File: src/rtl/car_lane.sv
// car_lane: one Frogger traffic lane; a rotating car pattern with its own prescaler,
// pause, direction control and a latched game-over on collision.
module car_lane #(
   parameter int               WIDTH       = 16,
   parameter logic [WIDTH-1:0] PATTERN     = 16'b0011000110001100,
   parameter int               START_SHIFT = 0,
   parameter bit               DIR_LEFT    = 0,
   parameter int               TICK_WIDTH  = 9
) (
   input  logic             clk,
   input  logic             reset,
   input  logic             enable,
   input  logic             hit,
   input  logic [1:0]       speed,
   output logic [WIDTH-1:0] pixels,
   output logic             step,
   output logic             game_over
);
   typedef enum logic [1:0] {RUN, PAUSE, OVER} state_t;

   function automatic logic [WIDTH-1:0] rot1(input logic [WIDTH-1:0] p);
      return DIR_LEFT ? {p[WIDTH-2:0], p[WIDTH-1]} : {p[0], p[WIDTH-1:1]};
   endfunction

   function automatic logic [WIDTH-1:0] rotn(input int n);
      logic [WIDTH-1:0] p;
      p = PATTERN;
      for (int i = 0; i < n; i++) p = rot1(p);
      return p;
   endfunction

   localparam logic [WIDTH-1:0] INIT = rotn(START_SHIFT);

   state_t                state_q;
   logic [TICK_WIDTH-1:0] cnt_q;
   logic [2:0]            sub_q;
   logic [WIDTH-1:0]      pix_q, pix_d;
   logic                  step_q;
   logic                  run, base_tick, move;
   logic [2:0]            mask;

   assign run       = (state_q != OVER) && enable;
   assign base_tick = run && (&cnt_q);
   assign mask      = 3'b111 >> speed;
   assign move      = base_tick && ((sub_q & mask) == mask);
   assign pix_d     = rot1(pix_q);

   always_ff @(posedge clk) begin
      if (reset) begin
         state_q <= RUN;
         cnt_q   <= '0;
         sub_q   <= '0;
         pix_q   <= INIT;
         step_q  <= 1'b0;
      end else if (state_q == OVER) begin
         step_q <= 1'b0;
      end else if (hit) begin
         // collision beats a coincident move
         state_q <= OVER;
         pix_q   <= '0;
         step_q  <= 1'b0;
      end else begin
         state_q <= enable ? RUN : PAUSE;
         if (run) cnt_q <= cnt_q + 1'b1;
         if (base_tick) sub_q <= sub_q + 3'd1;
         if (move) pix_q <= pix_d;
         step_q <= move;
      end
   end

   assign pixels    = pix_q;
   assign step      = step_q;
   assign game_over = (state_q == OVER);
endmodule

File: config.mk
export PLATFORM = sky130hd
export DESIGN_NAME = car_lane
export DESIGN_NICKNAME = d
export VERILOG_FILES = /design/src/rtl/car_lane.sv
export SDC_FILE = /design/constraint.sdc
export NUM_CORES = 1
export LEC_CHECK = 0
export ABC_AREA = 1
export CORE_MARGIN = 2
export CORE_UTILIZATION = 47
export CTS_BUF_LIST = sky130_fd_sc_hd__clkbuf_8
export CTS_CLUSTER_SIZE = 20
export DETAILED_ROUTE_END_ITERATION = 6
export DONT_BUFFER_PORTS = 1
export GPL_TIMING_DRIVEN = 0
export SYNTH_ARGS = -nofsm -noshare
export SYNTH_HDL_FRONTEND = slang
export SYNTH_SLANG_ARGS = --single-unit
File: constraint.sdc
create_clock -name clk -period 4.5 [get_ports clk]
set_clock_uncertainty 0.1 [all_clocks]
set_input_delay 0.675 -clock clk [delete_from_list [all_inputs] [get_ports clk]]
set_output_delay 0.675 -clock clk [all_outputs]
set_load 0.1 [all_outputs]
==> impl_results.md, run 1 <==
* Status: completed
* Max-slew violation total from the final report at 0
* IR drop worst, VDD at 0.307 mV
* Mapped Avg Cell Area at 6.88 um2
* Setup TNS at 0 ns
* Final setup fails at 0
* # DRC at 0
* Detail Route Antenna Nets at 0
* CP Class: flop to flop
* Fin crit share at 49.2%
* Clk buf depth at 2
* CP required at 4.62 ns
* Layout cells sized above 1 at 8.57%
* CP Data Arrival Time at 2.34 ns
* CTS Root Cell: clkbuf_8
* RSZ-0062 raised after global routing: false
* Sw Ratio at 27.5%
* Reg-to-reg startpoint: cnt_q[1]
* Post-synth top area share at 44.7%
* Critical Path Source: cnt_q[1]
* Synth-to-Final Area Change at 10.0%
* Core area at 2780 um2
* M1 wire length at 1.27 mm
* CTS H-tree lvls at 2
* Routed length per instance at 11.4 um
* Top layer in use: met4
* Post-CTS Resized at 0
* Post-CTS setup buffers at 0
* Chip Width at 58.4 um
* Max_slew headroom at 32.1%
* First-pass GRT wire length at 4.73 mm
* Area after DPL at 1430 um2
* Inst Count DP at 233
* Comb power frac at 6.1%
* Worst-Skew Late Latency at 0.28 ns
* Initial antenna violation count at 0
* Hold path startpoint: enable
* ANT cells at 0
* Post-route cell area at 1530 um2
* Seq cells post-synth at 31
* Internal power at 0.427 mW
* Non-Filler Instances at 241
* Sequential area share after synthesis at 44.7%
* Worst Hold Depth at 1
* Die area at 3410 um2
* CP bufs+invs at 1
* WL met2 at 1.27 mm
* Crit path top cell by count: nand2_1
* Crit path depth at 12
* Hpwl dp at 2.05 mm
* CTS Sinks at 31
* Hold Buf Count CTS at 0
* Die Height at 58.4 um
* Critical path capture point type: flop
* Reg2reg path depth at 12
* Final Hold Viols at 0
* Initial Util at 49.9%
* Syn Nets at 211
* Routability cong. at 0.716
* Worst hold slack at 0.369 ns
* Initial detailed-routing violation count at 23
* Minimum clock period at 2.21 ns
* Layout filler cell count at 283
* Clock Power Share at 39.9%
* Post-Synthesis Cells at 202
* All-Layer GR Usage at 18.6%
* CTS clk-pin slew, worst paths at 0.06 ns
* IO Count at 24
* Syn. warnings at 0
* CP max stage cell: dfxtp_1
* Static Leakage at 0.693 nW
* Rows at 19
* Min-Delay Path Class: primary input to flop
* Vias per cell at 5.00
* Total gr overflow at 0
* Vias post-DR at 1205
* Mapped cell area at 1390 um2
* Pre-antenna DRT Iters at 5
* Number of global-route vias before repair at 1092
* Port bufs at 0
* Cell taking the most area after synthesis: dfxtp_1
* Fmax at 452 MHz
* Net switching power at 0.162 mW
* Delay-heaviest family, CP: simple AND/OR/NAND/NOR gates
* Crit Path Max Fanout at 7
* Critical-path cell list: ha_1, nand3_1, nor3_1, ha_1, nand2_1, clkinv_1, nand2_2, nor2_4, nand2_2, nor2_1, nand2_1, nand2_1
* DR WL met3 at 168 um
* Synth top area cells: dfxtp_1 (45%), nand2_1 (18%), inv_1 (7.8%)
* CTS tree: yes
* Max-Cap Viols at 0
* TritonCTS Buffers at 5
* Largest net degree at the start of global routing at 11
* Final Power at 0.589 mW
* Pwr/cell area at 386 nW/um2
* Post-synth cell types at 23
* Final nets at 218
* Max incr delay on CP at 0.36 ns
* Part of the power in registers at 54.0%
* Overall routed net length at 2.75 mm
* Worst setup SP type: flop
* Worst Max-Slew Pin Slew at 1.02 ns
[per-stage QoR]
stage	utilization, %	setup WS, ns
after floorplan	-	2.61
after global placement	51.3	2.30
after detailed placement	51.3	2.27
after CTS	54.9	2.26
after global routing	54.9	1.99
final	54.9	2.29
[cell type report]
type	instances	area, um2	area share (%)
Buffer	4	23.8	1.56
Clock buffer	7	96.3	6.31
Clock inverter	1	3.75	0.246
Inverter	31	116	7.62
Multi-Input combinational cell	136	628	41.1
Sequential cell	31	621	40.6
Tap cell	31	38.8	2.54
[layer usage]
metal / GRT usage, % / up-vias
met5: 0 / -
met4: 7.97 / 0
met3: 7.69 / 6
met2: 29.4 / 24
met1: 22.1 / 543
li1: - / 632
[kinds of logic after synthesis]
family	synth area share, %
and+or+nand+nor	36.3
buffers and inverters	10.1
DFF	44.7
AOI/OAI and AO/OA	5.59
adders and majority gates	2.70
xor gates and xnor gates	0.631
[cells in the mapped netlist (all sizes together)]
| master | count |
|---|---|
| o21a | 1 |
| a21oi | 10 |
| ha | 3 |
| nand3 | 9 |
| buf | 3 |
| clkbuf | 1 |
| o21ai | 4 |
| nor2 | 29 |
| nand4 | 6 |
| nor3 | 3 |
| inv | 30 |
| clkinv | 1 |
| dfxtp | 31 |
| nand2 | 70 |
| xnor2 | 1 |
[layout by cell type, fill, tap and decap left out]
master,netlist,layout
clkinv_1,1,1
dfxtp_1,31,31
nand3_1,9,9
o21ai_1,1,1
clkbuf_8,0,7
clkbuf_1,1,1
buf_6,1,1
nand4_1,6,6
nand2_2,3,3
inv_2,1,1
buf_1,1,1
nor2_4,1,1
xnor2_1,1,1
a21oi_1,10,10
nor2_2,2,2
nor2_1,26,26
o21a_1,1,1
o21ai_0,3,3
nor3_1,3,3
nand2_4,2,2
inv_1,29,30
ha_1,3,3
buf_2,1,1
nand2_1,65,65
[path summary, 6_finish.rpt]
kind	to	slack, ns
min	state_q[0]	0.37
max reg2reg	pixels[10]	2.29
max	pixels[10]	2.29
min reg2reg	cnt_q[8]	0.38
[power by group through the flow]
stage | clock network (mW) | logic [mW] | registers [mW]
6_report | 0.235 | 0.0361 | 0.318
5_1_grt | 0.252 | 0.0409 | 0.319
4_1_cts | 0.243 | 0.0364 | 0.318
3_5_place_dp | 0 | 0.0362 | 0.324
3_3_place_gp | 0 | 0.0356 | 0.324
2_1_floorplan | 0 | 0.0299 | 0.323
[state kept, by name (all words and copies together), names as in the netlist]
register  cells
pixels       16
cnt_q         9
sub_q         3
state_q       2
step          1
Power figures use the tool's default switching activity.
==> inputs of run 2 (changes only) <==
==> constraint.sdc (replaced) <==
create_clock -name clk -period 1.8 [get_ports clk]
set_clock_uncertainty 0.1 [all_clocks]
set_input_delay 0.27 -clock clk [delete_from_list [all_inputs] [get_ports clk]]
set_output_delay 0.27 -clock clk [all_outputs]
set_load 0.1 [all_outputs]
==> run 2 against run 1 <==
  * The flow now finishes with violations (negative setup slack)
  * Global-route usage grew 0.83 points
  * Core utilization grew 5.6 points
  * Via count grew 2.2%
  * Clock-buffer cell count is 1 lower
  * Sequential power rose to 2.5 times the previous value
  * Register-to-register slack worse by 2.3 ns
  * Total power increased by 150%
  * Worst hold slack got worse by 0.15 ns
  * Critical path type unchanged
  * Largest cell class unchanged
==> impl_results.md, run 2 (same netlist as run 1, synthesis figures left out) <==
* Area of the multi-input gates at 699 um2
* Crit path top cell by count: nand2_2
* R2R Setup Slk at -0.06 ns
* Final setup fails at 10
* Final nets at 229
* Number of global-route vias before repair at 1105
* Status: complete, but fails checks
* CP Data Arrival Time at 1.94 ns
* CTS clk-pin slew, worst paths at 0.06 ns
* Clock Power Share at 37.8%
* ANT cells at 0
* CP required at 1.88 ns
* Layout filler cell count at 265
* FF/Latch Area at 627 um2
* Die area at 3410 um2
* Fin crit share at 103%
* Most common cell after layout, fill and taps aside: nand2_1
* Initial antenna violation count at 0
* Max_slew headroom at 31.5%
* Worst-Skew Late Latency at 0.28 ns
* Sw Ratio at 28.8%
* Critical path capture point type: flop
* CP max stage cell: dfxtp_2
* Max incr delay on CP at 0.34 ns
* Non-Filler Instances at 251
* CP Class: flop to flop
* # DRC at 0
* Part of the power in registers at 54.8%
* Routed length per instance at 12.0 um
* Core area at 2780 um2
* All-Layer GR Usage at 19.4%
* Vias per cell at 4.91
* Worst setup SP type: flop
* Initial detailed-routing violation count at 46
* Final Util at 60.5%
* Max-slew violation total from the final report at 0
* Critical-path cell list: nand2_2, nor2_2, inv_2, nor3_2, ha_2, nand2_2, clkinv_2, nand2_2, nor2_4, nand2_4, nand2_4, nand2_8, buf_6, nand2_1, nand2_1
* Comb power frac at 7.5%
* Internal power at 1.03 mW
* Pwr/cell area at 864 nW/um2
* Post-route cell area at 1680 um2
* Port bufs at 0
* CTS tree: yes
* Crit Path Max Fanout at 8
* CTS Sinks at 31
* Routability cong. at 0.845
* Final WS setup at -0.0621 ns
* Most frequent cells in the layout: nand2_1 (58), inv_1 (28), dfxtp_1 (26)
* Largest net degree at the start of global routing at 11
* Largest register FFs at 16
* Layout cells sized above 1 at 21.8%
* Overall routed net length at 3.01 mm
* Hpwl dp at 2.00 mm
* Net switching power at 0.419 mW
* Synth-to-Final Area Change at 21.2%
* Chip Width at 58.4 um
* IO Count at 24
* Final Hold Viols at 0
* Worst Max-Slew Pin Slew at 1.03 ns
* Rows at 19
* Max-Cap Viols at 0
* Setup Slack @ Placement at -0.225 ns
* Failing checks: negative setup slack
* TritonCTS Buffers at 5
* Clk buf depth at 2
* Fmax at 537 MHz
* Initial Util at 49.9%
* Area after DPL at 1460 um2
* Die Height at 58.4 um
* Inst Count DP at 233
* Static Leakage at 0.755 nW
* Minimum clock period at 1.86 ns
* IR drop worst, VDD at 0.721 mV
* Total gr overflow at 0
* CTS H-tree lvls at 2
* Vias post-DR at 1232
* Min-Delay Path Class: primary input to flop
* Setup TNS at -0.557 ns
* RSZ-0062 raised after global routing: true
* Detail Route Antenna Nets at 0
* CTS Root Cell: clkbuf_8
* Pre-antenna DRT Iters at 4
* First-pass GRT wire length at 4.81 mm
-- run 2: cell count changes in the layout (fill, tap and decap cells not counted), moves of 5 or more --
cell	change
dfxtp_2	+5
dfxtp_1	-5
nand2_2	+5
buf_4	+9
nand2_1	-7
-- run 2: layer usage --
metal	vias to the layer above	part of all wire, %	track usage, %
met2	33	42	27.4
li1	655	-	-
met1	540	50	25.5
met3	4	7.4	9.01
met5	-	0	0
met4	0	1.3	7.97
-- run 2: final cells by class --
class / instances / share of cell area [%]
plain buffers: 4 / 1.41
clock buffers: 6 / 4.91
clock inverters: 1 / 0.297
inverters: 31 / 6.99
multi-input cells: 136 / 41.6
flip-flops and latches: 31 / 37.2
well taps: 31 / 2.30
repair buffers: 11 / 5.28
-- run 2: power by group through the flow --
stage	sequential, mW	clock [mW]	combinational, mW
floorplan	0.808	0	0.0753
global placement	0.812	0	0.0900
detailed placement	0.811	0	0.0913
CTS	0.796	0.554	0.103
global route	0.798	0.578	0.122
finish	0.796	0.549	0.108
-- run 2: path summary, 6_finish.rpt --
kind,cells past startpoint,to,startpoint
setup reg to reg,15,pixels[4],cnt_q[3]
hold / removal,2,cnt_q[0],enable
setup / recovery,15,pixels[4],cnt_q[3]
hold reg to reg,2,cnt_q[8],cnt_q[8]
-- run 2: critical path: cells and delay by family, from the launching register on --
kind,cells,cell delay [ns]
AND/OR/NAND/NOR,11,0.87
flip-flops,1,0.34
adder cells (fa/ha/maj),1,0.19
buffers and inverters,3,0.24
-- run 2: through the flow --
step | power, mW | hold WS, ns
3_3_place_gp | 0.902 | 0.252
6_report | 1.45 | 0.224
4_1_cts | 1.45 | 0.195
2_1_floorplan | 0.884 | 0.249
5_1_grt | 1.50 | 0.242
3_5_place_dp | 0.903 | 0.256
-- run 2: what timing repair did --
item | CTS | global route
cloned | 1 | 0
pin swaps | 5 | 2
hold endpoints to repair | 1 | 0
buffers inserted | 6 | 3
setup endpoints to repair | 17 | 20
gates resized for setup | 7 | 8
hold buffers | 1 | 0
